## src/rtl/mem_access_unit_pkg.sv

```systemverilog
// ---------------------------------------------------------------------------
// mem_access_unit_pkg
// Shared definitions for the memory access unit: request size encodings,
// the controller state type and small helpers for decoding a request.
// ---------------------------------------------------------------------------
package mem_access_unit_pkg;

    // Request size encodings. 2'b11 is treated as a word as well.
    localparam logic [1:0] SZ_BYTE = 2'b00;
    localparam logic [1:0] SZ_HALF = 2'b01;
    localparam logic [1:0] SZ_WORD = 2'b10;

    typedef enum logic [1:0] {
        IDLE  = 2'd0,
        READ  = 2'd1,
        WRITE = 2'd2,
        RESP  = 2'd3
    } state_t;

    // Both 2'b10 and 2'b11 select a full word.
    function automatic logic is_word(input logic [1:0] size);
        return size[1];
    endfunction

    // A half needs addr[0]=0; a word needs addr[1:0]=0. Bytes are always aligned.
    function automatic logic misaligned(input logic [1:0] size, input logic [1:0] addr_lo);
        return ((size == SZ_HALF) && addr_lo[0]) || (size[1] && (addr_lo != 2'b00));
    endfunction

endpackage

```

## src/rtl/mem_lane_align.sv

```systemverilog
// ---------------------------------------------------------------------------
// mem_lane_align
// Combinational little-endian lane logic for the memory access unit.
//   - Store path: replaces the addressed byte/half lane of base_word with the
//     right-aligned store data; a word store passes wdata through.
//   - Load path: extracts the addressed lane of rd_word and zero- or
//     sign-extends it; a word load passes rd_word through.
// Ports:
//   size      in  2   request size (SZ_BYTE / SZ_HALF / word)
//   sign_ext  in  1   sign-extend extracted loads
//   addr_lo   in  2   byte address bits [1:0] selecting the lane
//   wdata     in  32  right-aligned store data
//   base_word in  32  memory word captured for read-modify-write
//   rd_word   in  32  memory word being loaded
//   merged    out 32  word to write back to memory
//   extracted out 32  extended load result
// ---------------------------------------------------------------------------
module mem_lane_align
    import mem_access_unit_pkg::*;
(
    input  logic [1:0]  size,
    input  logic        sign_ext,
    input  logic [1:0]  addr_lo,
    input  logic [31:0] wdata,
    input  logic [31:0] base_word,
    input  logic [31:0] rd_word,
    output logic [31:0] merged,
    output logic [31:0] extracted
);

    logic [7:0]  byte_v;
    logic [15:0] half_v;

    always_comb begin
        // NOTE: every output of this block gets a default up front so no path
        // leaves a value unassigned, which would otherwise infer a latch.
        merged    = base_word;
        extracted = rd_word;
        byte_v    = rd_word[{addr_lo, 3'b000} +: 8];
        half_v    = rd_word[{addr_lo[1], 4'b0000} +: 16];

        case (size)
            SZ_BYTE: begin
                merged[{addr_lo, 3'b000} +: 8] = wdata[7:0];
                extracted = {{24{sign_ext & byte_v[7]}}, byte_v};
            end
            SZ_HALF: begin
                // Halves use addr[1] only; addr[0] is truncated.
                merged[{addr_lo[1], 4'b0000} +: 16] = wdata[15:0];
                extracted = {{16{sign_ext & half_v[15]}}, half_v};
            end
            default: begin
                merged    = wdata;
                extracted = rd_word;
            end
        endcase
    end

endmodule

```

## src/rtl/mem_access_unit.sv

```systemverilog
// ---------------------------------------------------------------------------
// mem_access_unit
// Single-outstanding load/store unit in front of a word-wide memory with a
// combinational read port and a clocked write port. Sub-word stores are done
// as read-modify-write. Loads are extracted and extended by mem_lane_align.
//
// Flows:  load        IDLE -> READ  -> RESP
//         word store  IDLE -> WRITE -> RESP
//         byte/half   IDLE -> READ  -> WRITE -> RESP
//         misaligned  IDLE -> RESP (only with MEM_ACCESS_ALIGN_CHECK_EN)
//
// Build option: define MEM_ACCESS_ALIGN_CHECK_EN to reject misaligned half/word
// requests with rsp_err=1 and no memory access. Without it, low address bits
// are truncated and rsp_err is tied to 0.
//
// Ports:
//   clk, rst_n                  clock (rising edge), async active-low reset
//   req_valid  in  1            request strobe, sampled in IDLE only
//   req_ready  out 1            high while IDLE
//   req_write  in  1            1=store, 0=load
//   req_size   in  2            00 byte, 01 half, 10/11 word
//   req_signed in  1            sign-extend loads
//   req_addr   in  32           byte address
//   req_wdata  in  32           right-aligned store data
//   rsp_valid  out 1            one-cycle completion pulse (no back-pressure)
//   rsp_rdata  out 32           extended load data, 0 for stores, held otherwise
//   rsp_err    out 1            misaligned request (align check builds only)
//   mem_addr   out 32           word address during READ/WRITE, else 0
//   mem_wd     out 32           write data during WRITE, else 0
//   mem_write  out 1            high exactly during WRITE
//   mem_rd     in  32           combinational read data for mem_addr
// ---------------------------------------------------------------------------
module mem_access_unit
    import mem_access_unit_pkg::*;
(
    input  logic        clk,
    input  logic        rst_n,
    input  logic        req_valid,
    output logic        req_ready,
    input  logic        req_write,
    input  logic [1:0]  req_size,
    input  logic        req_signed,
    input  logic [31:0] req_addr,
    input  logic [31:0] req_wdata,
    output logic        rsp_valid,
    output logic [31:0] rsp_rdata,
    output logic        rsp_err,
    output logic [31:0] mem_addr,
    output logic [31:0] mem_wd,
    output logic        mem_write,
    input  logic [31:0] mem_rd
);

    state_t      state;
    logic [31:0] addr_q;
    logic [1:0]  size_q;
    logic        sgn_q;
    logic        write_q;
    logic [31:0] wdata_q;
    logic [31:0] rword_q;   // memory word captured in READ for read-modify-write

    logic [31:0] merged;
    logic [31:0] extracted;

    mem_lane_align u_align (
        .size      (size_q),
        .sign_ext  (sgn_q),
        .addr_lo   (addr_q[1:0]),
        .wdata     (wdata_q),
        .base_word (rword_q),
        .rd_word   (mem_rd),
        .merged    (merged),
        .extracted (extracted)
    );

    // Memory-side outputs decode straight from the state register, so the
    // asynchronous reset forcing IDLE drops mem_write without waiting for clk.
    assign mem_write = (state == WRITE);
    assign mem_addr  = ((state == READ) || (state == WRITE)) ? {addr_q[31:2], 2'b00} : 32'h0;
    assign mem_wd    = mem_write ? merged : 32'h0;

`ifndef MEM_ACCESS_ALIGN_CHECK_EN
    assign rsp_err = 1'b0;
`endif

    always_ff @(posedge clk or negedge rst_n) begin
        if (!rst_n) begin
            state     <= IDLE;
            req_ready <= 1'b1;
            rsp_valid <= 1'b0;
            rsp_rdata <= 32'h0;
            addr_q    <= 32'h0;
            size_q    <= SZ_BYTE;
            sgn_q     <= 1'b0;
            write_q   <= 1'b0;
            wdata_q   <= 32'h0;
            rword_q   <= 32'h0;
`ifdef MEM_ACCESS_ALIGN_CHECK_EN
            rsp_err   <= 1'b0;
`endif
        end else begin
            // NOTE: state is updated with non-blocking assignments so every
            // register samples pre-edge values, independent of statement order.
            case (state)
                IDLE: begin
                    if (req_valid) begin
                        addr_q    <= req_addr;
                        size_q    <= req_size;
                        sgn_q     <= req_signed;
                        write_q   <= req_write;
                        wdata_q   <= req_wdata;
                        req_ready <= 1'b0;
`ifdef MEM_ACCESS_ALIGN_CHECK_EN
                        if (misaligned(req_size, req_addr[1:0])) begin
                            state     <= RESP;
                            rsp_valid <= 1'b1;
                            rsp_rdata <= 32'h0;
                            rsp_err   <= 1'b1;
                        end else
`endif
                        if (req_write && is_word(req_size)) begin
                            state <= WRITE;
                        end else begin
                            state <= READ;
                        end
                    end
                end

                READ: begin
                    if (write_q) begin
                        rword_q <= mem_rd;
                        state   <= WRITE;
                    end else begin
                        rsp_rdata <= extracted;
                        rsp_valid <= 1'b1;
                        state     <= RESP;
                    end
                end

                WRITE: begin
                    rsp_rdata <= 32'h0;
                    rsp_valid <= 1'b1;
                    state     <= RESP;
                end

                RESP: begin
                    rsp_valid <= 1'b0;
                    req_ready <= 1'b1;
`ifdef MEM_ACCESS_ALIGN_CHECK_EN
                    rsp_err   <= 1'b0;
`endif
                    state     <= IDLE;
                end

                default: begin
                    state     <= IDLE;
                    req_ready <= 1'b1;
                    rsp_valid <= 1'b0;
                end
            endcase
        end
    end

endmodule
```

## config.mk

```make
export PLATFORM = sky130hd
export DESIGN_NAME = mem_access_unit
export DESIGN_NICKNAME = d
export VERILOG_FILES = /design/src/rtl/mem_access_unit_pkg.sv /design/src/rtl/mem_lane_align.sv /design/src/rtl/mem_access_unit.sv
export SDC_FILE = /design/constraint.sdc
export NUM_CORES = 1
export LEC_CHECK = 0
export BUFFER_PORTS_ARGS = -buffer_cell sky130_fd_sc_hd__buf_2
export CAP_MARGIN = 30
export CORE_ASPECT_RATIO = 0.9
export CORE_MARGIN = 1.5
export CORE_UTILIZATION = 30
export DETAILED_ROUTE_END_ITERATION = 10
export GPL_ROUTABILITY_DRIVEN = 0
export HOLD_SLACK_MARGIN = 0.15
export PLACE_DENSITY = 0.56
export SYNTH_ARGS = -nofsm -noshare
export SYNTH_HDL_FRONTEND = slang
export SYNTH_SLANG_ARGS = --single-unit
```

## constraint.sdc

```tcl
create_clock -name clk -period 2.42 [get_ports clk]
set_clock_uncertainty 0.15 [all_clocks]
set_input_delay 0.363 -clock clk [delete_from_list [all_inputs] [get_ports clk]]
set_output_delay 0.363 -clock clk [all_outputs]
set_load 0.005 [all_outputs]
```

; ---- Word level (Yosys, flattened, before mapping)
; Cells that the tools add are included.
[totals]
reg_bits = 136
inputBits = 103
out_inout_bits = 100
word_cells = 54
[classes]
addsub = 2
n_eq_ne = 6
n_shift = 6
muxes = 16
bitwise_logic = 2
n_reduce_logical = 12
[ops]
columns = op, n
row1 = $pmux W32 S2, 3
row2 = $mux W32, 3
row3 = $bwmux W32, 2
row4 = $shift A16 B7 Y32 const A, 1
row5 = $shift A8 B7 Y32 const A, 1
row6 = $shiftx A16 B7 Y32, 1
row7 = $shiftx A32 B6 Y16, 1
row8 = $shiftx A32 B6 Y8, 1
row9 = $shiftx A8 B7 Y32, 1
row10 = $neg A5 Y7, 2
row11 = $reduce_and A2 Y1, 5
row12 = $pmux W2 S4, 1
row13 = $eq A2 B1 Y1 const B, 2
row14 = $eq A2 B2 Y1 const B, 2
row15 = $logic_not A2 Y1, 2
row16 = $mux W2, 2
row17 = $ne A2 B2 Y1 const B, 2
row18 = $reduce_bool A2 Y1, 2
row19 = $mux W1, 3
row20 = $pmux W1 S3, 1
row21 = $reduce_bool A3 Y1, 1
row22 = $and A1 B1 Y1, 2
row23 = $pmux W1 S2, 1
row24 = $logic_and A1 B1 Y1, 1
row25 = $logic_or A1 B1 Y1, 1

; ---- Logic depth before layout (Yosys ltp)
; Gate-level depths: netlist (run 1).
[depth]
depth_word = 5
depth_mapped = 10
ltp_nobuf = 5

; ---- Modules after synthesis
; Synthesis (run 1) repeated with hierarchy kept, for this count alone.
[hier_totals]
cells_unflattened = 641
hier_area_um2 = 7270.7
[by_module_without_submodules]
columns = mod, instances, cells_each, area_each_um2, seq_area_each_um2
row1 = mem_access_unit, 1, 384, 5708.0, 3404.5
row2 = mem_lane_align, 1, 257, 1562.7, 0.0

; ---- Least setup slack after synthesis (run 1)
; Ideal clock, no wire load.
[synth_path]
path_type = register to output
startpoint = register addr_q[1]
endpoint = output mem_wd[22]
arrival_ns = 2.161
path_slack_ns = -0.254
path_stages_with_launch = 10
path_cell_list = dfrtp_1 > buf_6 > buf_4 > buf_2 > inv_1 > ha_1 > clkbuf_1 > and4b_1 > a221o_1 > a22o_1
[synth_between]
elab_chain_len = 5
word_cells_on_any_way = 10
cone_classes = 2 x add/sub / 4 x shift / 4 x mux
[synth_rtl]
columns = item, line_no
row1 = "start, declared", mem_access_unit.sv:55  ; logic [31:0] addr_q;
row2 = "start signal, assigned", mem_access_unit.sv:107  ; addr_q <= req_addr;
row3 = $neg A5 Y7 (on tied branches), "mem_lane_align.sv:49, mem_lane_align.sv:44"
row4 = $shiftx A16 B7 Y32 (tied with other cells), mem_lane_align.sv:49  ; merged[{addr_lo[1], 4'b0000} +: 16] = wdata[15:0];
row5 = $bwmux W32 (on tied branches), "mem_lane_align.sv:49, mem_lane_align.sv:44"
row6 = $pmux W32 S2 (*), mem_lane_align.sv:42  ; case (size)
row7 = $mux W32 (*), mem_access_unit.sv:80  ; assign mem_wd = mem_write ? merged : 32'h0;
row8 = "end, declared", mem_access_unit.sv:49  ; output logic [31:0] mem_wd,
; Every way passes the cells marked *; elsewhere a longest branch is shown, timed or not.

; ---- Final worst setup path (run 1)
[layout_path]
startpoint = register addr_q[0]
endpoint = output mem_wd[1]
[layout_between]
elab_chain_len = 5
word_cells_on_any_way = 6
cone_classes = 1 x add/sub / 2 x shift / 3 x mux
[layout_rtl]
columns = item, line_no
row1 = $neg A5 Y7 (*), mem_lane_align.sv:44  ; merged[{addr_lo, 3'b000} +: 8] = wdata[7:0];
row2 = $shiftx A8 B7 Y32 / $shift A8 B7 Y32 (equally long branches), mem_lane_align.sv:44
row3 = $bwmux W32 (*), mem_lane_align.sv:44
row4 = $pmux W32 S2 (*), mem_lane_align.sv:42
row5 = $mux W32 (*), mem_access_unit.sv:80
; Marks and branches as above.

==> results.rst, run 1 <==
.. list-table::
   :header-rows: 1

   * - Metric
     - Value
   * - Count of input and output buffers
     - 199
   * - Cell Int Power
     - 9.480 mW
   * - Worst path required time
     - 1.91 ns
   * - Initial Utilization
     - 30.47%
   * - Max Slew Vio Count
     - 0
   * - Count of boundary I/O pins
     - 203
   * - Post-Syn Area per Cell
     - 10.45 um^2
   * - Die boundary height
     - 160.0 um
   * - TritonCTS clock tree
     - yes
   * - Critical path's largest stage delay
     - 0.39 ns
   * - Overall power after layout
     - 16.17 mW
   * - Type of origin of the critical path
     - register
   * - Initial DRT Pass Iterations
     - 5
   * - Net Switching
     - 6.694 mW
   * - Max-slew headroom at the worst pin
     - 62.68%
   * - Synth area leaders
     - dfrtp_1 41%, mux2_2 14%, o22ai_1 3.0%
   * - Crit path DAT
     - 2.14 ns
   * - Worst Max-Slew Pin Slew
     - 0.5481 ns
   * - Global-route congestion overflow total
     - 0
   * - Ordered list of cells on the worst path
     - inv_2 -> ha_4 -> and4bb_4 -> buf_6 -> o21ai_2 -> a221oi_2 -> buf_2
   * - Portion of total power attributed to combinational logic
     - 55.7%
   * - Total vias in the final route
     - 7521
   * - Area added between synthesis and finish
     - 40.46%
   * - Gate Count Post-Synth
     - 786
   * - Hold Path End
     - req_ready
   * - Via/cell ratio
     - 5.219
   * - Power share of the sequential group
     - 27.6%
   * - Clock transition at the registers of the reported paths
     - 0.06 ns
   * - Primary FF master, synth
     - dfrtp_1
   * - Global-route wire length before repair
     - 43880 um
   * - Reg2Reg Depth
     - 6
   * - Largest fanout on the critical path
     - 5
   * - Cell area after layout
     - 11540 um^2
   * - Critical Setup Path Class
     - reg2out
   * - Commonest cells after routing, fill and taps aside
     - 198 x buf_2, 132 x dfrtp_1, 101 x mux2_2, 97 x dlygate4sd3_1, 48 x nand2_1
   * - Hold wc startpoint
     - req_valid
   * - Dpl ws
     - 0.03324 ns
   * - Violated checks
     - negative setup slack
   * - Count of unique library cells instantiated by Yosys
     - 57
   * - IR drop worst, VDD
     - 570.4 uV
   * - Number of clock sinks
     - 136
   * - Placed Instance Area
     - 9693 um^2
   * - Utilization after layout
     - 42.80%
   * - RSZ-0062 raised after global routing
     - true
   * - Leakage power
     - 5.225 nW
   * - Chip width
     - 177.4 um
   * - Final critical-path setup slack
     - -0.2309 ns
   * - Number of levels the H-tree was split into
     - 4
   * - Remaining antenna violation count after routing
     - 0
   * - Count of endpoints failing setup in the final report
     - 32
   * - Library cell with the largest summed area after synthesis
     - dfrtp_1
   * - Most common library cell in the layout ignoring fill and taps
     - buf_2
   * - Standard-cell rows
     - 57
   * - Synthesized cell area
     - 8214 um^2
   * - Switching power as a share of total power
     - 41.39%
   * - Worst hold path class
     - in2reg
   * - Total die area
     - 28380 um^2
   * - Status
     - finished with violations
   * - Minimum setup slack among reg-to-reg paths
     - 0.24 ns
   * - Cell count after placement
     - 1307
   * - Final standard cell count with taps included and fillers excluded
     - 1441
   * - Count of flip-flops with a built-in enable after synthesis
     - 0
   * - DRC violation count after routing
     - 0
   * - Wire per inst
     - 19.89 um
   * - Sequential-to-total area share from yosys stat
     - 41.45%
   * - Number of maximum-capacitance violations
     - 0
   * - Slowest stage cell, crit path
     - dfrtp_1
   * - Endpoint type of the worst setup path
     - output pin
   * - Endpoint of the lowest-slack register-to-register path
     - rsp_rdata[3]
   * - Max Root-Sink Buffers
     - 2
   * - Maximum number of pins on one net before global-route repair
     - 54
   * - Syn. warnings
     - 0
   * - Share of synthesized flip-flops with an asynchronous set or reset
     - 100.0%
   * - Worst skew pair latency
     - 0.42 ns
   * - Final count of hold timing violations
     - 0
   * - Overall Global Routing Usage
     - 20.17%
   * - Crit share post-route
     - 109.5%
   * - Half-perimeter wire length of the detailed placement result
     - 20080 um
   * - Number of clock buffers inserted by TritonCTS
     - 17
   * - Initial antenna violation count
     - 0
   * - Top achievable clock speed
     - 0.3772 GHz
   * - Hold path cells
     - 3
   * - Minimum period implied by the final worst setup slack
     - 2.651 ns
   * - Number of global-route vias before repair
     - 7725
   * - Register bit total from synthesis
     - 136
   * - Final wirelength
     - 28660 um
   * - Core area
     - 26960 um^2
   * - Proportion of netlist area held by the largest area contributor
     - 41.13%
   * - Count of nets after finishing
     - 1188
   * - Reg-to-reg critical path startpoint
     - state[0]
   * - Drt initial violations
     - 470
   * - Fraction of power consumed by the clock network
     - 16.7%
   * - Proportion of layout cells with a drive suffix above 1
     - 40.98%
   * - Power density over the cells
     - 1402 nW/um^2
   * - Root Driver
     - clkbuf_16
cells by family (layout without fill, tap and decap cells):
| family | after synthesis | count (layout) | synth area share [%] |
|---|---|---|---|
| buffers and inverters | 105 | 403 | 6.154 |
| multiplexers | 119 | 119 | 16.34 |
| adder cells (fa/ha/maj) | 10 | 10 | 1.523 |
| AO/OA/AOI/OAI | 227 | 227 | 19.67 |
| other | 1 | 4 | 0.04565 |
| flip-flops | 136 | 136 | 41.45 |
| AND/OR/NAND/NOR | 188 | 188 | 14.82 |
cell type report:
cell class                      count  area (um^2)
Multi-Input combinational cell    547         4522
Clock inverter                     11        148.9
Sequential cell                   136         3408
Timing Repair Buffer              342         2449
Inverter                           31        121.4
Antenna cell                        1        2.502
Fill cell                        2638        15420
Tap cell                          354        442.9
Clock buffer                       19        442.9
flip-flops by register name, indices dropped and copies added, names as in the netlist:
signal and count:
wdata_q 32, rword_q 32, addr_q 32, sgn_q 1, rsp_valid 1, write_q 1, req_ready 1, rsp_rdata 32
size_q 2, state 2
power groups by stage:
| stage | registers [mW] | logic [mW] | clock network, mW |
|---|---|---|---|
| 6_report | 4.47 | 9.01 | 2.70 |
| 5_1_grt | 4.61 | 9.82 | 2.86 |
| 4_1_cts | 4.46 | 8.75 | 2.75 |
| 3_5_place_dp | 4.48 | 8.25 | 0 |
| 3_3_place_gp | 4.44 | 8.21 | 0 |
| 2_1_floorplan | 4.09 | 5.78 | 0 |
cells in the mapped netlist (4+ instances only):
library cell and n:
dfrtp_1 135, mux2_2 101, nand2_1 50, o21ai_0 45, o22ai_1 40, and2_1 37, clkbuf_1 33, inv_1 29
a21oi_1 27, buf_2 26, o311a_1 24, nor2b_1 20, mux2i_1 16, nand2b_1 13, ha_1 10, nand3b_1 10
a22o_1 9, and3_1 9, a21bo_2 8, a221o_1 8, a221oi_1 8, a22oi_1 8, a2bb2oi_1 8, nand3_1 8
nor4bb_1 8, o21ai_1 8, a31oi_1 7, buf_4 7, buf_6 7, o221ai_1 7, a2111o_1 6, nor4_2 6
or4bb_1 6, and4b_1 5, nor2_1 4
timing repair:
action | CTS | global route
pin swaps | 7 | 10
cloned | 0 | 1
setup buffers | 2 | 3
gates resized for setup | 40 | 20
setup endpoints to repair | 32 | 32
endpoints found under the hold margin | 231 | 0
hold buffers | 97 | 0
how the worst max path moves through the flow:
stage                     depth (start not counted)       from  slack (ns)         end
after floorplan                                   9  addr_q[1]        0.02  mem_wd[22]
after global placement                            7  addr_q[0]        0.03   mem_wd[1]
after detailed placement                          7  addr_q[0]        0.03   mem_wd[1]
after CTS                                         7  addr_q[1]       -0.25   mem_wd[1]
after global routing                              7  addr_q[0]       -0.33   mem_wd[1]
final                                             7  addr_q[0]       -0.23   mem_wd[1]
per-layer routing:
layer	vias up	wire length, um	GRT usage (%)
met5	-	0	0
met4	0	787	7.143
met3	46	2034	5.286
met2	272	12860	30.86
met1	3693	12990	27.38
li1	3510	-	-
worst max-delay path: cells and delay by family (launching register included):
kind	cells	cell delay, ns
adders and majority gates	1	0.21
buffers and inverters	3	0.41
AOI/OAI and AO/OA	2	0.36
and+or+nand+nor	1	0.34
DFF	1	0.39
through the flow:
stage	hold WS (ns)	TNS, ns
after floorplan	-0.08259	0
final	0.1817	-5.022
after detailed placement	0.1587	0
after global placement	0.1622	0
after global routing	0.1663	-7.880
after CTS	0.1700	-5.756
Power figures use the tool's default switching activity.
==> run 2, diff against run 1 <==
--- a/config.mk
+++ b/config.mk
@@ -14,6 +14,7 @@
 export GPL_ROUTABILITY_DRIVEN = 0
 export HOLD_SLACK_MARGIN = 0.15
 export PLACE_DENSITY = 0.56
+export RECOVER_POWER = 25
 export SYNTH_ARGS = -nofsm -noshare
 export SYNTH_HDL_FRONTEND = slang
 export SYNTH_SLANG_ARGS = --single-unit
==> results.rst, run 2 (synthesis results as in run 1) <==
.. list-table::
   :header-rows: 1

   * - Metric
     - Value
   * - Switching power as a share of total power
     - 41.39% (about the same)
   * - Critical Setup Path Class
     - reg2out
   * - Minimum period implied by the final worst setup slack
     - 2.655 ns (+0.003691 ns)
   * - Proportion of layout cells with a drive suffix above 1
     - 40.98% (unchanged)
   * - Via/cell ratio
     - 5.284 (+1.2%)
   * - Fraction of power consumed by the clock network
     - 16.7% (about the same)
   * - Top cell family by delay on the critical path
     - buffers and inverters
   * - Clock transition at the registers of the reported paths
     - 0.06 ns (about the same)
   * - TritonCTS clock tree
     - yes
   * - Initial DRT Pass Iterations
     - 5 (unchanged)
   * - Largest fanout on the critical path
     - 5 (unchanged)
   * - Number of maximum-capacitance violations
     - 0 (unchanged)
   * - Final wirelength
     - 28660 um (about the same)
   * - Setup TNS after final layout
     - -4.853 ns (+0.1697 ns)
   * - Drt initial violations
     - 502 (+6.8%)
   * - Ordered list of cells on the worst path
     - inv_2 -> ha_4 -> and4bb_4 -> buf_6 -> o21ai_2 -> a221oi_2 -> buf_2
   * - Number of global-route vias before repair
     - 7725 (unchanged)
   * - Commonest cells after routing, fill and taps aside
     - 198 x buf_2, 132 x dfrtp_1, 101 x mux2_2, 97 x dlygate4sd3_1, 48 x nand2_1
   * - Max-slew headroom at the worst pin
     - 26.20% (-36 points)
   * - Power density over the cells
     - 1404 nW/um^2 (+0.15%)
   * - Max Slew Vio Count
     - 0 (unchanged)
   * - Count of endpoints failing setup in the final report
     - 32 (unchanged)
   * - Final critical-path setup slack
     - -0.2346 ns (-0.003691 ns)
   * - Worst path required time
     - 1.91 ns (about the same)
   * - Leakage power
     - 5.219 nW (-0.13%)
   * - Utilization after layout
     - 42.72% (-0.079 points)
   * - Chip width
     - 177.4 um (unchanged)
   * - Initial antenna violation count
     - 0 (unchanged)
   * - Power share of the sequential group
     - 27.7% (about the same)
   * - Status
     - finished with violations
   * - Endpoint type of the worst setup path
     - output pin
   * - Dpl ws
     - 0.03324 ns (unchanged)
   * - IR drop worst, VDD
     - 569.8 uV (-0.11%)
   * - Net Switching
     - 6.692 mW (about the same)
   * - Count of input and output buffers
     - 199 (unchanged)
   * - Count of nets after finishing
     - 1188 (unchanged)
   * - Final standard cell count with taps included and fillers excluded
     - 1440 (-0.069%)
   * - Die boundary height
     - 160.0 um (unchanged)
   * - Minimum setup slack among reg-to-reg paths
     - 0.24 ns (about the same)
   * - Placed Instance Area
     - 9693 um^2 (unchanged)
   * - Global-route wire length before repair
     - 43880 um (unchanged)
   * - Antenna Diode Count
     - 0 (-1)
   * - Total die area
     - 28380 um^2 (unchanged)
   * - Max Root-Sink Buffers
     - 2 (unchanged)
   * - Remaining antenna violation count after routing
     - 0 (unchanged)
   * - Crit path DAT
     - 2.14 ns (about the same)
   * - Wire per inst
     - 19.90 um (about the same)
   * - Type of origin of the critical path
     - register
   * - Worst-case hold slack
     - 0.1802 ns (-0.001453 ns)
   * - Top achievable clock speed
     - 0.3767 GHz (-0.14%)
   * - Slowest stage cell, crit path
     - dfrtp_1
   * - Critical path's largest stage delay
     - 0.39 ns (about the same)
   * - Number of levels the H-tree was split into
     - 4 (unchanged)
   * - Initial Utilization
     - 30.47% (unchanged)
   * - Violated checks
     - negative setup slack
   * - Worst skew pair latency
     - 0.42 ns (about the same)
   * - Core area
     - 26960 um^2 (unchanged)
   * - Worst hold path class
     - in2reg
   * - DRC violation count after routing
     - 0 (unchanged)
   * - Cell Int Power
     - 9.477 mW (about the same)
   * - Maximum number of pins on one net before global-route repair
     - 54 (unchanged)
   * - Standard-cell rows
     - 57 (unchanged)
   * - Overall power after layout
     - 16.17 mW (about the same)
   * - Crit share post-route
     - 109.7% (+0.15 points)
   * - Cell count after placement
     - 1307 (unchanged)
   * - Most common library cell in the layout ignoring fill and taps
     - buf_2
   * - Count of boundary I/O pins
     - 203 (unchanged)
   * - Cell area after layout
     - 11520 um^2 (-0.18%)
   * - Number of clock buffers inserted by TritonCTS
     - 17 (unchanged)
   * - Global-route congestion overflow total
     - 0 (unchanged)
   * - Worst Max-Slew Pin Slew
     - 1.107 ns (+0.5589 ns)
   * - Area added between synthesis and finish
     - 40.20%
   * - Total vias in the final route
     - 7609 (+1.2%)
   * - Half-perimeter wire length of the detailed placement result
     - 20080 um (unchanged)
   * - Number of clock sinks
     - 136 (unchanged)
   * - Final count of hold timing violations
     - 0 (unchanged)
   * - Root Driver
     - clkbuf_16
   * - Overall Global Routing Usage
     - 20.17% (unchanged)
   * - RSZ-0062 raised after global routing
     - true
   * - Number of buffers and inverters on the critical path
     - 3 (unchanged)
   * - Filler cell count
     - 2642 (+0.15%)
   * - Portion of total power attributed to combinational logic
     - 55.6% (about the same)
## run 2: changes by cell type in the layout (fill, tap and decap cells not counted)
cell,change
buf_12,-1
buf_6,-1
clkbuf_2,+1
clkbuf_4,+1
diode_2,-1
## run 2: routing by layer
metal	up-vias	GRT usage [%]	routed length (um)
li1	3508	-	-
met1	3764	27.38	12970
met2	288	30.86	12900
met3	49	5.286	2034
met4	0	7.143	759
met5	-	0	0
## run 2: area by class of cell
| cell class | count | area (um^2) | share of cell area, % |
|---|---|---|---|
| timing repair buffer | 342 | 2430 | 21.10 |
| tap | 354 | 442.9 | 3.846 |
| multi-input combinational | 547 | 4522 | 39.27 |
| inverter | 31 | 121.4 | 1.054 |
| sequential | 136 | 3408 | 29.60 |
| clock inverter | 11 | 148.9 | 1.293 |
| clock buffer | 19 | 442.9 | 3.846 |
## run 2: final timing paths
path,to,from,cells past startpoint
min in group asynchronous,rsp_rdata[21],rst_n,2
max in group asynchronous,wdata_q[13],rst_n,3
max reg2reg,rsp_rdata[5],state[0],6
min reg2reg,addr_q[9],addr_q[9],1
min,rword_q[27],mem_rd[27],3
max,mem_wd[1],addr_q[0],7
## run 2: worst min-delay path: stages
cell	delay, ns
buf_2	0.12
inv_1	0.12
o21ai_0	0.10
## run 2: power by group through the flow
stage	registers, mW	clock network, mW	logic [mW]
after floorplan	4.09	0	5.78
after global placement	4.44	0	8.21
after detailed placement	4.48	0	8.25
after CTS	4.46	2.75	8.75
after global routing	4.61	2.86	9.82
final	4.47	2.70	9.00
## run 2: timing repair
| item | in CTS | in global routing |
|---|---|---|
| hold buffers | 97 | 0 |
| setup buffers | 2 | 3 |
| gates resized for setup | 40 | 20 |
| hold endpoints to repair | 231 | 0 |
| pin swaps | 7 | 10 |
| gates cloned | 0 | 1 |
| endpoints found under the setup margin | 32 | 32 |
